===== src/rtl/serial_rx_fifo_pkg.sv =====
// Shared types and defaults for the serial receive path.
package serial_rx_fifo_pkg;

  typedef logic       Bit_t;
  typedef logic [7:0] Byte_t;

  typedef enum logic [2:0] {
    IDLE      = 3'd0,
    START     = 3'd1,
    DATA      = 3'd2,
    STOP      = 3'd3,
    WAIT_IDLE = 3'd4
  } Serial_rx_state_t;

  localparam int unsigned DEFAULT_OVERSAMPLE = 16;

  // Clocks per oversample tick, rounded to nearest.
  function automatic int unsigned calc_div(input int unsigned clk_freq,
                                           input int unsigned baud,
                                           input int unsigned os);
    return (clk_freq + (baud * os) / 2) / (baud * os);
  endfunction

endpackage


===== src/rtl/serial_byte_fifo.sv =====
// Show-ahead byte FIFO with occupancy count and a drop pulse for pushes
// refused while full. Head reads as zero when empty.
module serial_byte_fifo
  import serial_rx_fifo_pkg::*;
#(
  parameter int unsigned DEPTH = 8
) (
  input  logic                       clk,
  input  logic                       rst_n,
  input  logic                       push,
  input  logic [7:0]                 push_data,
  input  logic                       pop,
  output logic [7:0]                 rd_data,
  output logic                       not_empty,
  output logic                       full,
  output logic [$clog2(DEPTH):0]     count,
  output logic                       drop
);

  localparam int unsigned AW = $clog2(DEPTH);
  localparam int unsigned CW = AW + 1;

  Byte_t          mem [DEPTH];
  logic [AW-1:0]  wr_ptr;
  logic [AW-1:0]  rd_ptr;
  logic           empty;
  logic           do_push;
  logic           do_pop;

  // Pop only when something is there; a full FIFO still accepts a push
  // when the same cycle frees a slot.
  always_comb begin
    empty     = (count == '0);
    full      = (count == CW'(DEPTH));
    not_empty = !empty;
    do_pop    = pop && !empty;
    do_push   = push && (!full || do_pop);
    drop      = push && full && !do_pop;
    rd_data   = empty ? '0 : mem[rd_ptr];
  end

  // Storage write; contents need no reset since the head is masked when empty.
  always_ff @(posedge clk) begin
    if (do_push) mem[wr_ptr] <= push_data;
  end

  // Pointer and occupancy bookkeeping.
  always_ff @(posedge clk or negedge rst_n) begin
    if (!rst_n) begin
      wr_ptr <= '0;
      rd_ptr <= '0;
      count  <= '0;
    end else begin
      if (do_push) wr_ptr <= wr_ptr + AW'(1);
      if (do_pop)  rd_ptr <= rd_ptr + AW'(1);
      case ({do_push, do_pop})
        2'b10:   count <= count + CW'(1);
        2'b01:   count <= count - CW'(1);
        default: count <= count;
      endcase
    end
  end

endmodule


===== src/rtl/serial_rx_fifo.sv =====
// 8N1 UART receiver with 16x oversampling, start-bit glitch rejection,
// sticky framing/overrun flags and a show-ahead receive FIFO.
module serial_rx_fifo
  import serial_rx_fifo_pkg::*;
#(
  parameter int unsigned CLK_FREQ   = 25000000,
  parameter int unsigned BAUD       = 9600,
  parameter int unsigned OVERSAMPLE = DEFAULT_OVERSAMPLE,
  parameter int unsigned FIFO_DEPTH = 8
) (
  input  logic                          clk,
  input  logic                          rst_n,
  input  logic                          rxd,
  input  logic                          rd_en,
  output logic [7:0]                    rd_data,
  output logic                          rx_valid,
  output logic                          rx_full,
  output logic [$clog2(FIFO_DEPTH):0]   fifo_count,
  output logic                          frame_err,
  output logic                          overrun,
  input  logic                          err_clear
);

  localparam int unsigned DIV   = calc_div(CLK_FREQ, BAUD, OVERSAMPLE);
  localparam int unsigned DIV_W = (DIV > 1) ? $clog2(DIV) : 1;
  localparam int unsigned SC_W  = $clog2(OVERSAMPLE);

  logic              sync1;
  logic              rxs;
  logic [DIV_W-1:0]  div_cnt;
  logic              tick;
  Serial_rx_state_t  state;
  logic [SC_W-1:0]   sc;
  logic [2:0]        bit_idx;
  Byte_t             shift;
  logic              push_req;
  logic              start_edge;
  logic              mid_start;
  logic              bit_end;
  logic              stop_sample;
  logic              fe_set;
  logic              drop;

  // Two-flop synchronizer; idle-high reset value avoids a false start.
  always_ff @(posedge clk or negedge rst_n) begin
    if (!rst_n) begin
      sync1 <= 1'b1;
      rxs   <= 1'b1;
    end else begin
      sync1 <= rxd;
      rxs   <= sync1;
    end
  end

  // Decode of sampling points in the current state.
  always_comb begin
    tick        = (div_cnt == DIV_W'(DIV - 1));
    start_edge  = (state == IDLE) && !rxs;
    mid_start   = (state == START) && tick && (sc == SC_W'(OVERSAMPLE / 2 - 1));
    bit_end     = tick && (sc == SC_W'(OVERSAMPLE - 1));
    stop_sample = (state == STOP) && bit_end;
    fe_set      = stop_sample && !rxs;
  end

  // Oversample tick divider, re-phased to the detected start edge.
  always_ff @(posedge clk or negedge rst_n) begin
    if (!rst_n)          div_cnt <= '0;
    else if (start_edge) div_cnt <= '0;
    else if (tick)       div_cnt <= '0;
    else                 div_cnt <= div_cnt + DIV_W'(1);
  end

  // Frame FSM: mid-start qualification, LSB-first data capture, stop check.
  always_ff @(posedge clk or negedge rst_n) begin
    if (!rst_n) begin
      state    <= IDLE;
      sc       <= '0;
      bit_idx  <= '0;
      shift    <= '0;
      push_req <= 1'b0;
    end else begin
      push_req <= 1'b0;
      case (state)
        IDLE: begin
          if (!rxs) begin
            state <= START;
            sc    <= '0;
          end
        end
        START: begin
          if (mid_start) begin
            if (rxs) begin
              state <= IDLE;
            end else begin
              state   <= DATA;
              sc      <= '0;
              bit_idx <= '0;
            end
          end else if (tick) begin
            sc <= sc + SC_W'(1);
          end
        end
        DATA: begin
          if (bit_end) begin
            shift[bit_idx] <= rxs;
            sc             <= '0;
            bit_idx        <= bit_idx + 3'd1;
            if (bit_idx == 3'd7) state <= STOP;
          end else if (tick) begin
            sc <= sc + SC_W'(1);
          end
        end
        STOP: begin
          if (bit_end) begin
            sc <= '0;
            if (rxs) begin
              push_req <= 1'b1;
              state    <= IDLE;
            end else begin
              state <= WAIT_IDLE;
            end
          end else if (tick) begin
            sc <= sc + SC_W'(1);
          end
        end
        WAIT_IDLE: begin
          if (rxs) state <= IDLE;
        end
        default: state <= IDLE;
      endcase
    end
  end

  // Sticky framing error; a clear wins over a same-cycle set.
  always_ff @(posedge clk or negedge rst_n) begin
    if (!rst_n)         frame_err <= 1'b0;
    else if (err_clear) frame_err <= 1'b0;
    else if (fe_set)    frame_err <= 1'b1;
  end

  // Sticky overrun; a clear wins over a same-cycle drop.
  always_ff @(posedge clk or negedge rst_n) begin
    if (!rst_n)         overrun <= 1'b0;
    else if (err_clear) overrun <= 1'b0;
    else if (drop)      overrun <= 1'b1;
  end

  serial_byte_fifo #(
    .DEPTH (FIFO_DEPTH)
  ) u_fifo (
    .clk       (clk),
    .rst_n     (rst_n),
    .push      (push_req),
    .push_data (shift),
    .pop       (rd_en),
    .rd_data   (rd_data),
    .not_empty (rx_valid),
    .full      (rx_full),
    .count     (fifo_count),
    .drop      (drop)
  );

endmodule


===== config.mk =====
export PLATFORM = sky130hd
export DESIGN_NAME = serial_rx_fifo
export DESIGN_NICKNAME = d
export VERILOG_FILES = /design/src/rtl/serial_rx_fifo_pkg.sv /design/src/rtl/serial_byte_fifo.sv /design/src/rtl/serial_rx_fifo.sv
export SDC_FILE = /design/constraint.sdc
export NUM_CORES = 1
export LEC_CHECK = 0
export CAP_MARGIN = 10
export CORE_MARGIN = 2
export CORE_UTILIZATION = 60
export DETAILED_ROUTE_END_ITERATION = 16
export DONT_BUFFER_PORTS = 1
export GPL_ROUTABILITY_DRIVEN = 0
export PLACE_DENSITY = 0.87
export RECOVER_POWER = 25
export SYNTH_ARGS = -nofsm -noshare
export SYNTH_HDL_FRONTEND = slang
export SYNTH_SLANG_ARGS = --single-unit

===== constraint.sdc =====
create_clock -name clk -period 6.43 [get_ports clk]
set_input_delay 0.643 -clock clk [delete_from_list [all_inputs] [get_ports clk]]
set_output_delay 0.643 -clock clk [all_outputs]
set_load 0.01 [all_outputs]

==> impl_metrics.csv <==
group,metric,value,unit
cells_and_area,stdcell_count,442,
critical_path,cp_top_family,"simple AND/OR/NAND/NOR gates",
status,violations,"max-capacitance violations, max-slew violations",
global_route,grt_pass1_vias,2658,
cells_and_area,fillers,512,
global_route,grt_antenna_before_repair,0,
place,port-buffer-count,0,
timing,slew_headroom,-38.5,%
timing,fin_crit,3.24,ns
drt,drt_iter0_drc,160,
cells_and_area,nNetsFinal,348,
synthesis,ys_seq_elements,105,
critical_path,crit_fanout,12,
synthesis,synth_top_family_by_area,"simple AND/OR/NAND/NOR gates",
clocking,holdBufCountCts,1,
run,cap_violations,1,
clocking,clk_latency,0.37,ns
critical_path,cp_slowest_cell,"nor4_2",
clocking,root_buffer,"clkbuf_8",
clocking,cts_buffers,9,
synthesis,synthSimpleGateAreaFrac,12.7,%
synthesis,synth_top_area_share,41.1,%
synthesis,synth_fa_ha_area_share,2.14,%
critical_path,critPathLaunchType,"flop",
drt,num_vias,2743,
clocking,clock_sinks,105,
drt,dr.pass1.iters,5,
floorplanning,die_w,92.3,um
timing,drv_slew,40,
critical_path,cp.arrival,3.54,ns
pwr,p_leak,2.05,nW
clocking,post_cts_resized,0,
critical_path,rrSetupSlack,3.19,ns
global_route,grt_max_degree,40,
drt,routed_wl,8.34,mm
clocking,cts_tree,"built",
global_route,grt_use_total,21.3,%
timing,fin_skew,0.0125,ns
floorplanning,io-pin-count,21,
critical_path,crit_required,6.73,ns
drt,wl_per_cell,18.9,um
critical_path,max_stage_delay,1.06,ns
synthesis,synthDistinctLibCells,59,
timing,hold_viol,0,
global_route,grt_overflow,0,
synthesis,ys_top_cells_by_count,"edfxtp_1, dfrtp_1, nor2_1",
critical_path,worstSetupPathType,"reg2reg",
synthesis,synthTopCellsByArea,"edfxtp_1, dfrtp_1, mux4_2, nor2_1, ha_1",
synthesis,syn_nets,346,
synthesis,synth_mux_area_share,12.0,%
hold_path,min_path_type,"in2async",
floorplanning,die_y,92.3,um
clocking,clk_pin_slew,0.10,ns
synthesis,synthXorXnorAreaFrac,2.43,%
drt,ant_nets,0,
place,hpwl,5.60,mm
timing,min_period_over_period,50.4,%
synthesis,async_reset_ff_share,39.0,%
floorplanning,dieArea,8520,um^2
synthesis,yosysMostFrequentCell,"edfxtp_1",
global_route,grt_pass1_wl,13.6,mm
timing,final.setup.tns,0,ns
pwr,ir_drop,143,uV
critical_path,cp.buffers_inverters,1,
synthesis,yosys_warnings,0,
place,place_inst,424,
synthesis,ys.flop_type,"edfxtp_1",
synthesis,synth_edf_count,64,
timing,tightest_slew,2.08,ns
floorplanning,core-area,7650,um^2
critical_path,endpoint_kind,"flop",
drt,drc,0,
cells_and_area,drive_above_1_share,17.6,%
critical_path,crit_chain,"nor4_2 -> inv_1 -> nand2_1 -> nor2_1 -> xor2_1 -> ha_1 -> or3_1 -> o22ai_1 -> xor2_1",
synthesis,syn_avg_cell_area,14.1,um^2
status,run_status,"finished with violations",
timing,setup_viol,0,
synthesis,synth_compound_area_share,5.11,%
drt,viasPerCell,6.21,
synthesis,yosysSeqAreaShare,63.0,%
floorplanning,row_count,32,
cells_and_area,antenna_cells,0,
cells_and_area,synthToLayoutAreaGrowth,7.22,%
critical_path,path_common_cell,"xor2_1",
pwr,power.density,235,nW/um^2
clocking,cts_buffer_depth,2,
timing,rsz0062_at_grt,"no",
timing,fmax,308,MHz
synthesis,yosysTopAreaCell,"edfxtp_1",
clocking,h-tree-depth,3,
synthesis,synth_area,4680,um^2
synthesis,synthCells,333,
floorplanning,start_util,61.2,%
clocking,postCtsSetupRepairBufs,0,
area by class of cell:
| cell class | count | area (um^2) | area share [%] |
|---|---|---|---|
| inverters | 12 | 45.0 | 0.898 |
| clock inverters | 7 | 110 | 2.19 |
| flip-flops and latches | 105 | 2950 | 58.8 |
| multi-input cells | 200 | 1610 | 32.2 |
| repair buffers | 7 | 46.3 | 0.923 |
| clock buffers | 9 | 124 | 2.47 |
| well taps | 102 | 128 | 2.54 |
sequential cells by signal, indices dropped and copies added, names as in the netlist:
register and count:
state 3, bit_idx 3, shift 8, u_fifo.count 4
u_fifo.wr_ptr 3, div_cnt 8, overrun 1, sc 4
rxs 1, u_fifo.rd_ptr 3, u_fifo.mem 64, frame_err 1
push_req 1, sync1 1
layer usage:
metal	track usage [%]	up-vias	wire length, um
met1	27.7	1378	3390
met5	0	-	0
met2	35.5	97	4410
li1	-	1254	-
met4	6.22	0	132
met3	5.78	14	413
path summary, 6_finish.rpt:
path	start	endpoint	cells after the start
worst max-delay path	u_fifo.count[2]$_DFFE_PN0P_	u_fifo.count[2]$_DFFE_PN0P_	9
worst min-delay path	rst_n	sync1$_DFF_PN1_	0
worst max register to register	u_fifo.count[2]$_DFFE_PN0P_	u_fifo.count[2]$_DFFE_PN0P_	9
worst min register to register	sync1$_DFF_PN1_	rxs$_DFF_PN1_	0
max in group asynchronous	rst_n	shift[1]$_DFFE_PN0P_	1
min in group clk	rxd	sync1$_DFF_PN1_	0
where the power goes:
part           internal, W  leakage [nW]    total, W  switching [W]
Sequential        0.000710          1.30    0.000711     0.00000140
Combinational   0.00000102         0.633  0.00000722     0.00000619
Clock             0.000227         0.119    0.000459       0.000231
through the flow:
stage | utilization (%) | power [W] | hold slack (ns) | worst slack, ns | cell area (um^2)
floorplan | - | 0.000728 | 0.345 | 4.04 | 4680
global placement | 62.3 | 0.000728 | 0.347 | 3.40 | 4770
detailed placement | 62.4 | 0.000729 | 0.348 | 3.23 | 4770
CTS | 65.8 | 0.00119 | 0.0885 | 3.21 | 5030
global route | 65.6 | 0.00121 | 0.0800 | 3.00 | 5020
finish | 65.6 | 0.00118 | 0.110 | 3.19 | 5020
logic make-up after synthesis:
logic type	after synthesis
AOI/OAI and AO/OA	33
and+or+nand+nor	111
muxes	35
xor gates and xnor gates	13
buffers and inverters	28
DFF	105
adders and majority gates	8
placed cells by master (no fill, tap or decap), types with 4 or more instances in the layout:
master and instances:
dfrtp_1 39, edfxtp_1 64, inv_1 12, and3_1 4, a21oi_1 5, xor2_1 7
clkbuf_8 9, nor2_1 31, ha_1 8, buf_4 5, mux2i_1 10, xnor2_1 6
o21ai_0 4, mux4_2 16, nand2_1 25, mux2_2 6, nand3_1 12, nor3_1 10
No activity file was read; power rests on OpenSTA's default activity.
